--- config.mk ---
export PLATFORM = sky130hd
export DESIGN_NAME = ulpi_reg_seq
export DESIGN_NICKNAME = d
export VERILOG_FILES = /design/src/rtl/ulpi_pkg.sv /design/src/rtl/ulpi_reg_txn.sv /design/src/rtl/ulpi_reg_seq.sv
export SDC_FILE = /design/constraint.sdc
export NUM_CORES = 1
export LEC_CHECK = 0
export BUFFER_PORTS_ARGS = -buffer_cell sky130_fd_sc_hd__buf_2
export CAP_MARGIN = 20
export CORE_UTILIZATION = 35
export CTS_BUF_LIST = sky130_fd_sc_hd__clkbuf_4 sky130_fd_sc_hd__clkbuf_8
export DETAILED_ROUTE_END_ITERATION = 16
export PLACE_DENSITY = 0.65
export SYNTH_ARGS = -nofsm -noshare
export SYNTH_HDL_FRONTEND = slang
export SYNTH_SLANG_ARGS = --single-unit
--- constraint.sdc ---
create_clock -name CLK_60M -period 2.4 [get_ports CLK_60M]
set_clock_uncertainty 0.05 [all_clocks]
set_input_delay 0.12 -clock CLK_60M [delete_from_list [all_inputs] [get_ports CLK_60M]]
set_output_delay 0.12 -clock CLK_60M [all_outputs]
set_load 0.02 [all_outputs]
--- src/rtl/ulpi_pkg.sv ---
// ulpi_pkg: shared definitions for the ULPI register-access sequencer.
//   - PHY register addresses used by the configuration table
//   - configuration table ({addr, data} entries, written in index order)
//   - sequencer state encoding
package ulpi_pkg;

  localparam logic [5:0] FUNC_CTRL = 6'h04;
  localparam logic [5:0] IFC_CTRL  = 6'h07;
  localparam logic [5:0] OTG_CTRL  = 6'h0A;

  typedef struct packed {
    logic [5:0] addr;
    logic [7:0] data;
  } cfg_entry_t;

  localparam int unsigned CFG_LEN = 3;

  // Function Control 0x45: FS transceiver, TermSelect=1, OpMode normal, SuspendM=1
  localparam cfg_entry_t [0:CFG_LEN-1] CFG_TABLE = '{
    '{OTG_CTRL,  8'h00},
    '{FUNC_CTRL, 8'h45},
    '{IFC_CTRL,  8'h00}
  };

  typedef enum logic [3:0] {
    S_WAIT_READY,
    S_CFG_ISSUE,
    S_CFG_WAIT,
    S_CFG_VRFY_ISSUE,
    S_CFG_VRFY_WAIT,
    S_CFG_NEXT,
    S_RUN,
    S_HOST_ISSUE,
    S_HOST_WAIT
  } seq_state_t;

endpackage

--- src/rtl/ulpi_reg_txn.sv ---
// ulpi_reg_txn: single register-transaction engine for the ULPI link port.
//   start/rw/addr/wdata/check : launch one transaction (one-cycle start)
//   abort                     : drop the transaction in flight
//   REG_DONE/REG_FAIL/REG_DATA_O : link completion inputs
//   reg_en/reg_rw/reg_addr/reg_data_i : registered link request outputs
//   ok/err                    : combinational outcome, valid only while pending
// A read launched with check=1 is compared against wdata; a mismatch is an err.
module ulpi_reg_txn #(
  parameter int unsigned TIMEOUT_CYCLES = 255
) (
  input  logic       CLK_60M,
  input  logic       NRST_A_USB,
  input  logic       start,
  input  logic       abort,
  input  logic       rw,
  input  logic [5:0] addr,
  input  logic [7:0] wdata,
  input  logic       check,
  input  logic       REG_DONE,
  input  logic       REG_FAIL,
  input  logic [7:0] REG_DATA_O,
  output logic       reg_en,
  output logic       reg_rw,
  output logic [5:0] reg_addr,
  output logic [7:0] reg_data_i,
  output logic       ok,
  output logic       err
);

  // Timer is 0 in the strobe cycle, so the last waiting cycle is TIMEOUT-1;
  // the next strobe then lands TIMEOUT+1 cycles after the previous one.
  localparam logic [15:0] TIMER_LAST = 16'(TIMEOUT_CYCLES - 1);

  logic        pending;
  logic        check_q;
  logic [15:0] timer;
  logic        done_ev;
  logic        fail_ev;
  logic        tmo_ev;
  logic        mismatch;

  // FAIL beats DONE; DONE beats timeout.
  always_comb begin
    fail_ev  = pending & REG_FAIL;
    done_ev  = pending & REG_DONE & ~REG_FAIL;
    tmo_ev   = pending & ~REG_DONE & ~REG_FAIL & (timer == TIMER_LAST);
    mismatch = check_q & (REG_DATA_O != reg_data_i);
    ok       = done_ev & ~mismatch;
    err      = fail_ev | tmo_ev | (done_ev & mismatch);
  end

  always_ff @(posedge CLK_60M or negedge NRST_A_USB) begin
    if (!NRST_A_USB) begin
      reg_en     <= 1'b0;
      reg_rw     <= 1'b0;
      reg_addr   <= '0;
      reg_data_i <= '0;
      pending    <= 1'b0;
      check_q    <= 1'b0;
      timer      <= '0;
    end else begin
      reg_en <= start;
      if (start) begin
        reg_rw     <= rw;
        reg_addr   <= addr;
        reg_data_i <= wdata;
        check_q    <= check & ~rw;
        pending    <= 1'b1;
        timer      <= '0;
      end else if (abort || ok || err) begin
        pending <= 1'b0;
      end else if (pending) begin
        timer <= timer + 16'd1;
      end
    end
  end

endmodule

--- src/rtl/ulpi_reg_seq.sv ---
// ulpi_reg_seq: ULPI register-access sequencer.
// Writes and read-back-verifies the PHY configuration table whenever the link
// becomes READY, then serves host register requests. Sole driver of REG_*.
//   READY, REG_DONE, REG_FAIL, REG_DATA_O : link status / read data
//   REG_EN, REG_RW, REG_ADDR, REG_DATA_I   : link request (registered)
//   HOST_REQ/RW/ADDR/WDATA : host request (level, held until HOST_ACK)
//   HOST_ACK/RDATA/ERR     : host completion (one-cycle pulse)
//   CFG_DONE, CFG_ERR      : table finished / some entry failed (sticky)
module ulpi_reg_seq
  import ulpi_pkg::*;
#(
  parameter int unsigned MAX_RETRY      = 3,
  parameter int unsigned TIMEOUT_CYCLES = 255,
  parameter int unsigned VERIFY         = 1
) (
  input  logic       CLK_60M,
  input  logic       NRST_A_USB,
  input  logic       READY,
  input  logic       REG_DONE,
  input  logic       REG_FAIL,
  input  logic [7:0] REG_DATA_O,
  output logic       REG_EN,
  output logic       REG_RW,
  output logic [5:0] REG_ADDR,
  output logic [7:0] REG_DATA_I,
  input  logic       HOST_REQ,
  input  logic       HOST_RW,
  input  logic [5:0] HOST_ADDR,
  input  logic [7:0] HOST_WDATA,
  output logic       HOST_ACK,
  output logic [7:0] HOST_RDATA,
  output logic       HOST_ERR,
  output logic       CFG_DONE,
  output logic       CFG_ERR
);

  localparam logic [2:0] MAX_R    = 3'(MAX_RETRY);
  localparam logic [1:0] CFG_LAST = 2'(CFG_LEN - 1);

  seq_state_t state, state_n;
  logic [1:0] idx, idx_n;
  logic [2:0] retry, retry_n;
  logic       h_rw, h_rw_n;
  logic [5:0] h_addr, h_addr_n;
  logic [7:0] h_wdata, h_wdata_n;
  logic       ready_q;
  logic       ack_n, herr_n, cfg_done_n, cfg_err_n;
  logic [7:0] hrdata_n;

  logic       ready_fall;
  logic       t_start, t_rw, t_check, t_ok, t_err;
  logic [5:0] t_addr;
  logic [7:0] t_wdata;
  cfg_entry_t entry;

  ulpi_reg_txn #(.TIMEOUT_CYCLES(TIMEOUT_CYCLES)) u_txn (
    .CLK_60M    (CLK_60M),
    .NRST_A_USB (NRST_A_USB),
    .start      (t_start),
    .abort      (ready_fall),
    .rw         (t_rw),
    .addr       (t_addr),
    .wdata      (t_wdata),
    .check      (t_check),
    .REG_DONE   (REG_DONE),
    .REG_FAIL   (REG_FAIL),
    .REG_DATA_O (REG_DATA_O),
    .reg_en     (REG_EN),
    .reg_rw     (REG_RW),
    .reg_addr   (REG_ADDR),
    .reg_data_i (REG_DATA_I),
    .ok         (t_ok),
    .err        (t_err)
  );

  always_comb begin
    entry      = CFG_TABLE[idx];
    ready_fall = ready_q & ~READY;
    state_n    = state;
    idx_n      = idx;
    retry_n    = retry;
    h_rw_n     = h_rw;
    h_addr_n   = h_addr;
    h_wdata_n  = h_wdata;
    ack_n      = 1'b0;
    herr_n     = 1'b0;
    hrdata_n   = HOST_RDATA;
    cfg_done_n = CFG_DONE;
    cfg_err_n  = CFG_ERR;
    t_start    = 1'b0;
    t_rw       = 1'b0;
    t_check    = 1'b0;
    t_addr     = entry.addr;
    t_wdata    = entry.data;

    if (state != S_WAIT_READY && ready_fall) begin
      state_n    = S_WAIT_READY;
      cfg_done_n = 1'b0;
      if (state == S_HOST_ISSUE || state == S_HOST_WAIT) begin
        ack_n    = 1'b1;
        herr_n   = 1'b1;
        hrdata_n = '0;
      end
    end else begin
      unique case (state)
        S_WAIT_READY: if (READY) begin
          state_n = S_CFG_ISSUE;
          idx_n   = '0;
          retry_n = '0;
        end
        S_CFG_ISSUE: if (READY) begin
          t_start = 1'b1;
          t_rw    = 1'b1;
          state_n = S_CFG_WAIT;
        end
        S_CFG_WAIT, S_CFG_VRFY_WAIT: begin
          if (t_ok) begin
            state_n = (state == S_CFG_WAIT && VERIFY != 0) ? S_CFG_VRFY_ISSUE : S_CFG_NEXT;
          end else if (t_err) begin
            // A failed readback reissues the write, not just the read.
            if (retry < MAX_R) begin
              retry_n = retry + 3'd1;
              state_n = S_CFG_ISSUE;
            end else begin
              cfg_err_n = 1'b1;
              state_n   = S_CFG_NEXT;
            end
          end
        end
        S_CFG_VRFY_ISSUE: if (READY) begin
          t_start = 1'b1;
          t_check = 1'b1;
          state_n = S_CFG_VRFY_WAIT;
        end
        S_CFG_NEXT: begin
          if (idx == CFG_LAST) begin
            state_n    = S_RUN;
            cfg_done_n = 1'b1;
          end else begin
            idx_n   = idx + 2'd1;
            retry_n = '0;
            state_n = S_CFG_ISSUE;
          end
        end
        // Ignore the request during the ACK cycle: the host drops it one cycle later.
        S_RUN: if (READY && HOST_REQ && !HOST_ACK) begin
          h_rw_n    = HOST_RW;
          h_addr_n  = HOST_ADDR;
          h_wdata_n = HOST_WDATA;
          retry_n   = '0;
          state_n   = S_HOST_ISSUE;
        end
        S_HOST_ISSUE: if (READY) begin
          t_start = 1'b1;
          t_rw    = h_rw;
          t_addr  = h_addr;
          t_wdata = h_wdata;
          state_n = S_HOST_WAIT;
        end
        S_HOST_WAIT: begin
          if (t_ok) begin
            ack_n    = 1'b1;
            hrdata_n = h_rw ? 8'h00 : REG_DATA_O;
            state_n  = S_RUN;
          end else if (t_err) begin
            if (retry < MAX_R) begin
              retry_n = retry + 3'd1;
              state_n = S_HOST_ISSUE;
            end else begin
              ack_n    = 1'b1;
              herr_n   = 1'b1;
              hrdata_n = '0;
              state_n  = S_RUN;
            end
          end
        end
        default: state_n = S_WAIT_READY;
      endcase
    end
  end

  always_ff @(posedge CLK_60M or negedge NRST_A_USB) begin
    if (!NRST_A_USB) begin
      state      <= S_WAIT_READY;
      idx        <= '0;
      retry      <= '0;
      h_rw       <= 1'b0;
      h_addr     <= '0;
      h_wdata    <= '0;
      ready_q    <= 1'b0;
      HOST_ACK   <= 1'b0;
      HOST_ERR   <= 1'b0;
      HOST_RDATA <= '0;
      CFG_DONE   <= 1'b0;
      CFG_ERR    <= 1'b0;
    end else begin
      state      <= state_n;
      idx        <= idx_n;
      retry      <= retry_n;
      h_rw       <= h_rw_n;
      h_addr     <= h_addr_n;
      h_wdata    <= h_wdata_n;
      ready_q    <= READY;
      HOST_ACK   <= ack_n;
      HOST_ERR   <= herr_n;
      HOST_RDATA <= hrdata_n;
      CFG_DONE   <= cfg_done_n;
      CFG_ERR    <= cfg_err_n;
    end
  end

endmodule

==> reports/qor.tcl <==
set qor(globalRouteOverflowTotal) 0
set qor(number_of_antenna_violations_at_the_first_check_in_global_routing) 0
set qor(cts.repair_timing.setup_buffer_count) 0
set qor(synthDominantCellAreaShare) 0.4934
set qor(setup-violations-final) 0
set qor(tns_ps) 0
set qor(tritoncts) {yes}
set qor(synth_enable_flop_cells) 0
set qor(synth_top_area_cell) {sky130_fd_sc_hd__dfrtp_1}
set qor(rr_endpoint) {u_txn.timer[15]}
set qor(synth_flop_cell) {sky130_fd_sc_hd__dfrtp_1}
set qor(i_o_pin_count) 57
set qor(route.detailed.vias_per_inst) 5.067
set qor(syn2layout_area_growth_pct) 27.87
set qor(synth_cells) 363
set qor(worst_max_slew_margin_expressed_relative_to_the_limit) 0.5683
set qor(cts_made_buffers) 9
set qor(min_period_over_period) 0.9439
set qor(timing_max_transition_violations_final) 0
set qor(synthesized_nets) 398
set qor(maxCapViolations) 0
set qor(cts.root.buffer_cell) {sky130_fd_sc_hd__clkbuf_8}
set qor(post_drt_wl_per_cell_um) 14.61
set qor(grt_pass1_vias) 2979
set qor(timing.critical_path.buf_inv) 1
set qor(syn_area_per_cell_um2) 9.920
set qor(synth-async-reset-ratio) 1.000
set qor(drt.antenna.violating_nets) 0
set qor(cellLeakagePower_uw) 0.002161
set qor(seq_area_frac_synth) 0.4934
set qor(ir_worst_vdd_mv) 0.3399
set qor(powerDensity_nw_per_um2) 829.8
set qor(global_route_wire_length_before_repair_um) 14220
set qor(nFillCells) 931
set qor(period_minus_slack_ps) 2265
set qor(fmax_ghz) 0.4414
set qor(detail_route.drc_violations) 0
set qor(r2r_cells) 8
set qor(timing.critical_path.slowest_cell_delay_ps) 580
set qor(effective_utilization_at_floorplan) 0.3650
set qor(floorplan_die_width_um) 103.4
set qor(hold_slack_ps) 272.4
set qor(core_region_area_um2) 9864
set qor(synth.ff_latch_count) 71
set qor(antenna_diode_count) 0
set qor(rows) 36
set qor(gp_congestion) 0.8701
set qor(worstSkewPairLatency_ps) 350
set qor(worstMarginPinSlew_ps) 642.5
set qor(final_nets) 492
set qor(rr_startpoint) {u_txn.timer[0]}
set qor(mappedNetlistArea_um2) 3601
set qor(cts.reportedPaths.clkPinSlew_ps) 80
set qor(critPathKind) {reg -> reg}
set qor(num_vias) 3015
set qor(critPathCaptureType) {register}
set qor(post_route_cells_drive_above_1_share) 0.2576
set qor(synth_cell_types) 52
set qor(cts_max_path_buffers) 2
set qor(drt-total-wl_um) 8691
set qor(1st_pass_router_iterations) 4
set qor(detailedPlacementHpwl_um) 5972
set qor(numPortBuffers) 56
set qor(synth_top_cells_by_area) {sky130_fd_sc_hd__dfrtp_1, sky130_fd_sc_hd__nor2_1, sky130_fd_sc_hd__mux2_2, sky130_fd_sc_hd__xnor2_1, sky130_fd_sc_hd__nand2_1}
set qor(crit_arrival_ps) 2450
set qor(track_usage) 0.1744
set qor(r2r_setup_slack_ps) 130
set qor(post-route-worst-setup-slack_ps) 134.6
set qor(cts_htree_levels) 3
set qor(report.final.hold_viol_count) 0
set qor(timing.critical_path.slowest_stage_cell) {sky130_fd_sc_hd__or4_4}
set qor(utilization) 0.4668
set qor(worst_ep_required_ps) 2590
set qor(startpoint_type) {register}
set qor(cpLargestDelayFamily) {simple AND/OR/NAND/NOR gates}
set qor(largest_net_degree_at_the_start_of_global_routing) 72
set qor(die_area_um2) 10700
set qor(timing.critical_path.cells) {inv_1 -> ha_1 -> and4b_4 -> and4_4 -> or4_4 -> nor4_4 -> xnor2_1 -> nor2_1}
set qor(final_cell_count_no_fill) 595
set qor(hp-class) {in -> async}
set qor(place_inst) 554
set qor(drt_first_iter_violations) 141
set qor(grt_setup_unrepaired) {false}
set qor(path_max_fanout) 9
set qor(place_ws_ps) 118.8
set qor(ys_warn_count) 0
set qor(cts.sink_count) 71
set qor(die_h_um) 103.4
set qor(outcome) {finished clean}
layout by cell type (no fill, tap or decap), types with 11 or more instances in the layout:
cell type | netlist | final
sky130_fd_sc_hd__a21oi_1 | 11 | 11
sky130_fd_sc_hd__buf_2 | 5 | 56
sky130_fd_sc_hd__buf_4 | 0 | 18
sky130_fd_sc_hd__dfrtp_1 | 71 | 70
sky130_fd_sc_hd__dlygate4sd3_1 | 0 | 25
sky130_fd_sc_hd__mux2_2 | 14 | 14
sky130_fd_sc_hd__nand2_1 | 35 | 35
sky130_fd_sc_hd__nand3_1 | 20 | 20
sky130_fd_sc_hd__nor2_1 | 43 | 43
sky130_fd_sc_hd__o21ai_0 | 23 | 22
sky130_fd_sc_hd__xnor2_1 | 18 | 18
how the worst max path moves through the flow:
stage	endpoint	startpoint	cells after the start	slack, ps
floorplan	u_txn.timer[15]	u_txn.timer[0]	9	190
global placement	u_txn.timer[15]	u_txn.timer[0]	8	180
detailed placement	u_txn.timer[15]	u_txn.timer[0]	8	120
CTS	u_txn.timer[15]	u_txn.timer[0]	8	100
global route	u_txn.timer[15]	u_txn.timer[0]	8	30
finish	u_txn.timer[15]	u_txn.timer[0]	8	130
power breakdown:
group / leakage, uW / switching [uW] / internal [uW]
clock network: 0.000105 / 474 / 586
logic: 0.00110 / 675 / 522
registers: 0.000957 / 184 / 1380
worst min-delay path, cell delays in order:
cell and delay [ps]:
sky130_fd_sc_hd__dlygate4sd3_1 520, sky130_fd_sc_hd__buf_2 120, sky130_fd_sc_hd__buf_12 320
synthesized netlist by cell type (all sizes together) (3+ instances only):
master   n
a211oi   4
a221oi   3
nor3     6
nor2b    4
o22ai    3
or3      4
xnor2   18
buf      8
a21oi   11
ha       6
nand2   35
nor2    43
o21bai   5
xor2     4
a22o     9
and4     3
nand3   20
nand3b   3
or2      3
inv     10
clkbuf  10
nor4     4
dfrtp   71
nand4    6
o21ai   25
nand2b   4
and2     4
mux2    16
flip-flops by register name (all words and copies together), names as in the netlist, 3 cells and up:
register / cells
u_txn.reg_data_i: 8
retry: 3
u_txn.timer: 16
HOST_RDATA: 8
u_txn.reg_addr: 6
state: 4
h_wdata: 8
h_addr: 6
cell families after synthesis:
kind of cell             share of synthesized area
AO/OA/AOI/OAI                               0.1334
XOR/XNOR                                   0.05351
adder cells (fa/ha/maj)                    0.02085
buffers and inverters                      0.03718
flip-flops                                  0.4934
multiplexers                               0.05281
AND/OR/NAND/NOR                             0.2088
per-stage QoR:
| step | power, uW | area, um2 |
|---|---|---|
| 2_1_floorplan | 2318 | 3601 |
| 3_3_place_gp | 2709 | 4131 |
| 3_5_place_dp | 2735 | 4131 |
| 4_1_cts | 3834 | 4603 |
| 5_1_grt | 4045 | 4604 |
| 6_report | 3821 | 4604 |
routing by layer:
metal	GRT usage	vias up	wire length, um
met3	0.03629	22	407
met4	0.07909	0	206
met1	0.2325	1447	4071
met2	0.2731	81	4006
li1	-	1465	-
met5	0	-	0
layout make-up:
class / count / area, um2 / share of cell area
sequential: 71 / 1778 / 0.3861
timing repair buffer: 101 / 705.7 / 0.1533
inverter: 10 / 37.54 / 0.008152
multi-input combinational: 264 / 1695 / 0.3682
tap: 133 / 166.4 / 0.03614
clock buffer: 9 / 123.9 / 0.02690
clock inverter: 7 / 97.59 / 0.02120
timing repair:
item / in CTS / in global routing
hold endpoints to repair: 95 / 0
setup endpoints to repair: 0 / 9
hold buffers: 25 / 0
resized for setup: 0 / 2
Note: power is estimated with default switching activity, not from simulation.
